File: src/rtl/timer_pkg.sv
// ---------------------------------------------------------------------------
// timer_pkg
// Shared definitions for the timeout timer block.
//   TW_DEFAULT    : default width of the timeout limit / cycle timer
//   CW_DEFAULT    : default width of the saturating event counter
//   timer_state_t : timer FSM state encoding (IDLE, RUN, EXPIRED)
// ---------------------------------------------------------------------------
package timer_pkg;

    localparam int TW_DEFAULT = 8;
    localparam int CW_DEFAULT = 8;

    typedef enum logic [1:0] {
        IDLE    = 2'd0,
        RUN     = 2'd1,
        EXPIRED = 2'd2
    } timer_state_t;

endpackage : timer_pkg

File: src/rtl/sat_counter.sv
// ---------------------------------------------------------------------------
// sat_counter
// Saturating event counter with a sticky overflow flag.
//   clk   : clock, rising edge
//   rst   : asynchronous active-high reset (count = 0, ovf = 0)
//   inc   : count one event this cycle
//   clr   : synchronous clear of count and ovf; wins over inc
//   count : registered event count, holds at all-ones
//   ovf   : registered sticky flag, set by an event arriving while saturated
// ---------------------------------------------------------------------------
module sat_counter
    import timer_pkg::*;
#(
    parameter int CW = CW_DEFAULT
) (
    input  logic          clk,
    input  logic          rst,
    input  logic          inc,
    input  logic          clr,
    output logic [CW-1:0] count,
    output logic          ovf
);

    localparam logic [CW-1:0] CNT_ZERO = {CW{1'b0}};
    localparam logic [CW-1:0] CNT_MAX  = {CW{1'b1}};
    localparam logic [CW-1:0] CNT_ONE  = {{(CW-1){1'b0}}, 1'b1};

    logic [CW-1:0] count_q;
    logic [CW-1:0] count_d;
    logic          ovf_q;
    logic          ovf_d;

    // Next-state: clear beats increment; a saturated counter holds and flags
    always_comb begin
        count_d = count_q;
        ovf_d   = ovf_q;
        if (clr) begin
            count_d = CNT_ZERO;
            ovf_d   = 1'b0;
        end else if (inc) begin
            if (count_q == CNT_MAX) begin
                ovf_d = 1'b1;
            end else begin
                count_d = count_q + CNT_ONE;
            end
        end else begin
            count_d = count_q;
            ovf_d   = ovf_q;
        end
    end

    // Counter and overflow registers
    always_ff @(posedge clk or posedge rst) begin
        if (rst) begin
            count_q <= CNT_ZERO;
            ovf_q   <= 1'b0;
        end else begin
            count_q <= count_d;
            ovf_q   <= ovf_d;
        end
    end

    assign count = count_q;
    assign ovf   = ovf_q;

endmodule : sat_counter

File: src/rtl/timeout_timer.sv
// ---------------------------------------------------------------------------
// timeout_timer
// Activity watchdog: a cycle timer that expires after `limit` quiet cycles,
// plus an independent saturating count of activity events.
//   clk       : clock, rising edge
//   rst       : asynchronous active-high reset of all state and outputs
//   en_cont   : activity pulse; restarts the timeout window, counts an event
//   rst_timer : level; holds the timer in IDLE and releases an expiry
//   clr_count : synchronous clear of the event count and overflow flag
//   limit     : timeout length in cycles, 0 disables the timeout
//   to        : registered timeout flag, high only while EXPIRED
//   count     : registered saturating event count
//   ovf       : registered sticky overflow flag of the event counter
// ---------------------------------------------------------------------------
module timeout_timer
    import timer_pkg::*;
#(
    parameter int TW = TW_DEFAULT,
    parameter int CW = CW_DEFAULT
) (
    input  logic          clk,
    input  logic          rst,
    input  logic          en_cont,
    input  logic          rst_timer,
    input  logic          clr_count,
    input  logic [TW-1:0] limit,
    output logic          to,
    output logic [CW-1:0] count,
    output logic          ovf
);

    localparam logic [TW-1:0] T_ZERO = {TW{1'b0}};
    localparam logic [TW-1:0] T_ONE  = {{(TW-1){1'b0}}, 1'b1};

    timer_state_t  state_q;
    timer_state_t  state_d;
    logic [TW-1:0] t_q;
    logic [TW-1:0] t_d;
    logic          to_q;
    logic          to_d;
    logic [TW-1:0] t_inc_s;

    // Incremented timer wraps mod 2^TW, so a limit lowered below the current
    // count is only reached again after the wrap.
    assign t_inc_s = t_q + T_ONE;

    // Timer FSM next-state, timer value and timeout flag
    always_comb begin
        state_d = state_q;
        t_d     = t_q;
        case (state_q)
            IDLE: begin
                t_d = T_ZERO;
                if (rst_timer) begin
                    state_d = IDLE;
                end else begin
                    state_d = RUN;
                end
            end
            RUN: begin
                if (rst_timer) begin
                    state_d = IDLE;
                    t_d     = T_ZERO;
                end else if (en_cont) begin
                    // Activity wins even on the cycle that would have expired
                    t_d = T_ZERO;
                end else if (limit == T_ZERO) begin
                    t_d = t_q;
                end else if (t_inc_s == limit) begin
                    state_d = EXPIRED;
                    t_d     = t_inc_s;
                end else begin
                    t_d = t_inc_s;
                end
            end
            EXPIRED: begin
                if (rst_timer) begin
                    state_d = IDLE;
                    t_d     = T_ZERO;
                end else begin
                    state_d = EXPIRED;
                end
            end
            default: begin
                state_d = IDLE;
                t_d     = T_ZERO;
            end
        endcase
        to_d = (state_d == EXPIRED);
    end

    // Timer state, cycle count and timeout flag registers
    always_ff @(posedge clk or posedge rst) begin
        if (rst) begin
            state_q <= IDLE;
            t_q     <= T_ZERO;
            to_q    <= 1'b0;
        end else begin
            state_q <= state_d;
            t_q     <= t_d;
            to_q    <= to_d;
        end
    end

    assign to = to_q;

    sat_counter #(
        .CW (CW)
    ) u_sat_counter (
        .clk   (clk),
        .rst   (rst),
        .inc   (en_cont),
        .clr   (clr_count),
        .count (count),
        .ovf   (ovf)
    );

endmodule : timeout_timer

File: config.mk
export PLATFORM = sky130hd
export DESIGN_NAME = timeout_timer
export DESIGN_NICKNAME = d
export VERILOG_FILES = /design/src/rtl/timer_pkg.sv /design/src/rtl/sat_counter.sv /design/src/rtl/timeout_timer.sv
export SDC_FILE = /design/constraint.sdc
export NUM_CORES = 1
export LEC_CHECK = 0
export BUFFER_PORTS_ARGS = -buffer_cell sky130_fd_sc_hd__buf_2
export CAP_MARGIN = 20
export CELL_PAD_IN_SITES_DETAIL_PLACEMENT = 1
export CELL_PAD_IN_SITES_GLOBAL_PLACEMENT = 1
export CORE_ASPECT_RATIO = 0.5
export CORE_MARGIN = 2
export CORE_UTILIZATION = 42
export CTS_BUF_LIST = sky130_fd_sc_hd__clkbuf_4 sky130_fd_sc_hd__clkbuf_8 sky130_fd_sc_hd__clkbuf_16
export DETAILED_ROUTE_END_ITERATION = 10
export GPL_TIMING_DRIVEN = 0
export PLACE_DENSITY_LB_ADDON = 0.05
export SYNTH_ARGS = -nofsm -noshare
export SYNTH_HDL_FRONTEND = slang
export SYNTH_HIERARCHICAL = 1
export SYNTH_SLANG_ARGS = --single-unit
File: constraint.sdc
create_clock -name clk -period 2.4 [get_ports clk]
set_input_delay 0.36 -clock clk [delete_from_list [all_inputs] [get_ports clk]]
set_output_delay 0.36 -clock clk [all_outputs]
set_load 0.03 [all_outputs]
==> flow_metrics.py <==
metrics = {
    "drt": {
        "drt-total-wl_mm": 3.21,
        "via_count": 1154,
        "drtIter0Drc": 33,
        "wl_per_cell_um": 15.9,
        "detail-route-antenna-nets": 0,
        "drtPass1Iterations": 4,
        "drt-vias-per-instance": 5.71,
        "drc_errors": 0,
    },
    "synth": {
        "netlist_top_cells_area": "dfrtp_1 (38%), xnor2_1 (4.7%), a21oi_1 (2.7%)",
        "synth-main-ff-cell": "dfrtp_1",
        "synthArstFlopShare": 1.00,
        "yosysWarningCount": 6,
        "synth_seq_area_share": 0.383,
        "syn-mean-instance-area_um2": 9.60,
        "synth_edf_count": 0,
        "ys_ff_latch": 20,
        "syn_area_mm2": 0.00131,
        "netlist_instances": 136,
        "yosys.area.top_type": "dfrtp_1",
        "synthDominantCellAreaShare": 0.383,
        "synth_cell_types": 51,
        "syn_nets": 151,
    },
    "clocking": {
        "clock_path_buffers": 2,
        "h-tree-depth": 1,
        "clock_sinks": 20,
        "postCtsHoldBufs": 0,
        "clock_latency_ns": 0.26,
        "cts_tree": "built",
        "cts_root_buf": "clkbuf_8",
        "cts_setup_buffers": 0,
        "cts_buffers": 3,
        "ctsResizeCount": 0,
        "path_clk_slew_ns": 0.08,
    },
    "worst_setup_path": {
        "cp.required_ns": 2.61,
        "crit_slowest_cell": "dfrtp_1",
        "critPathKind": "flip-flop to flip-flop",
        "crit_path_end_kind": "flip-flop",
        "cp_cell_sequence": "ha_1 > o21ba_2 > a221oi_1 > a21oi_1 > a211oi_2 > a31o_1",
        "critPathArrivalTime_ns": 2.13,
        "reg2regPathDepth": 6,
        "path_delay_family": "compound AO/OA/AOI/OAI gates",
        "critPathBufInv": 0,
        "crit_path_start_kind": "flip-flop",
        "max_stage_delay_ns": 0.46,
        "cp_num_cells": 6,
        "critPathMaxFanout": 7,
    },
    "timing": {
        "setup_tns_ns": 0,
        "clock_skew_ns": 0.00229,
        "postLayoutSetupSlackWorst_ns": 0.473,
        "fmax_ghz": 0.519,
        "max_slew_margin": 0.592,
        "min_period_over_period": 0.803,
        "whs_ns": 0.0664,
        "finalMaxSlewViolations": 0,
        "final_hold_viol_count": 0,
        "tightest_slew_ns": 0.607,
        "setup_violations": 0,
        "rsz0062_at_grt": "no",
        "min_period_ns": 1.93,
    },
    "flow_run": {
        "drv_cap": 0,
    },
    "power": {
        "ir_drop_mv": 0.350,
        "p_per_area_mw_per_mm2": 497,
        "switching_share": 0.224,
        "p_int_uw": 593,
        "power.total_uw": 764,
        "power_frac_seq": 0.456,
        "power.share.clock": 0.448,
        "p_comb_frac": 0.096,
        "p_switching_uw": 171,
        "p_leak_nw": 0.673,
    },
    "layout": {
        "antenna_cells": 0,
        "num-fill-cells": 364,
        "fin_cells": 202,
        "area_growth_syn_to_layout_pct": 17.7,
        "final_design_area_no_fill_mm2": 0.00154,
        "fin_nets": 178,
        "drive_gt1_frac": 0.259,
        "final_util": 0.516,
    },
    "floorplan": {
        "start_util": 0.439,
        "row_count": 14,
        "core_mm2": 0.00298,
        "die_h_um": 43.4,
        "dieArea_mm2": 0.00360,
        "ioPinCount": 23,
        "fp.dieW_um": 82.9,
    },
    "placed_design": {
        "dp_hpwl_mm": 2.42,
        "dp_slack_ns": 0.482,
        "gp_congestion": 0.765,
        "numPortBuffers": 22,
        "place_area_mm2": 0.00147,
        "place_inst": 198,
    },
    "global_route": {
        "grt.total_usage": 0.201,
        "grt_max_degree": 13,
        "grt_pass1_vias": 1175,
        "grt_pass1_wl_mm": 5.65,
        "grt_remaining_overflow": 0,
        "grt_antenna_before_repair": 0,
    },
    "outcome": {
        "status": "finished, final reports clean",
    },
    "min_path": {
        "hp-class": "input pin to asynchronous set/reset pin",
    },
}
[placed cells by master, fill, tap and decap left out, types with 5 or more instances in the layout]
cell	count
a21oi_1	7
buf_2	24
dfrtp_1	20
inv_1	5
nand2_1	5
nor2_1	7
o21ai_1	5
xnor2_1	7
[power groups by stage]
stage          logic (mW)  clock network (mW)  registers, mW
2_1_floorplan      0.0374                   0          0.360
3_3_place_gp       0.0718                   0          0.355
3_5_place_dp       0.0738                   0          0.355
4_1_cts            0.0746               0.355          0.348
5_1_grt            0.0820               0.365          0.350
6_report           0.0730               0.343          0.348
[worst paths after layout]
path	start	endpoint	slack (ns)
worst max-delay path	t_q[0]	state_q[1]	0.47
worst min-delay path	rst	u_sat_counter/ovf	0.07
worst max register to register	t_q[0]	state_q[1]	0.47
worst min register to register	t_q[7]	t_q[7]	0.51
max in group asynchronous	rst	t_q[0]	2.01
min in group clk	clr_count	u_sat_counter/count[0]	0.46
[sequential cells by signal, indices dropped and copies added, names as in the netlist]
| signal | flops |
|---|---|
| t_q | 8 |
| state_q | 2 |
| u_sat_counter/count | 8 |
| u_sat_counter/ovf | 1 |
| to | 1 |
[routing by layer]
layer  part of all wire  vias to the layer above  GRT usage  wire (um)
li1                   -                      567          -          -
met2               0.48                       14      0.347       1550
met3              0.032                        2     0.0533        103
met1               0.48                      571      0.259       1530
met4             0.0059                        0     0.0492         19
met5                  0                        -          0          0
[layout make-up]
cell class / instances / area [um2] / area share
sequential: 20 / 500 / 0.325
buffer: 6 / 42.5 / 0.0277
clock inverter: 1 / 30.0 / 0.0195
clock buffer: 3 / 41.3 / 0.0269
tap: 40 / 50.0 / 0.0325
multi-input combinational: 105 / 744 / 0.484
inverter: 5 / 18.8 / 0.0122
timing repair buffer: 22 / 110 / 0.0716
[worst register-to-register path: stages, from the launching register on]
cell	delay (ns)
dfrtp_1	0.46
ha_1	0.33
o21ba_2	0.24
a221oi_1	0.28
a21oi_1	0.09
a211oi_2	0.30
a31o_1	0.18
[cell usage after synthesis (3+ instances only)]
cell type,instances
o21ai_1,5
nand2_1,5
o31ai_1,3
nor3b_1,3
xnor2_1,7
nand4_1,3
nor2_1,7
nor4_1,4
xor2_1,3
nor2b_1,4
a211oi_1,4
nand3_1,4
o21ai_0,4
a21oi_1,7
nand2b_1,4
a31oi_1,3
dfrtp_1,20
inv_1,5
[logic make-up after synthesis]
logic type      synth area share
buf+inv                   0.0469
mux                       0.0163
fa+ha+maj                 0.0192
flops                      0.383
simple gates               0.254
compound gates             0.214
xor+xnor                  0.0671
Note: power is estimated with default switching activity, not from simulation.
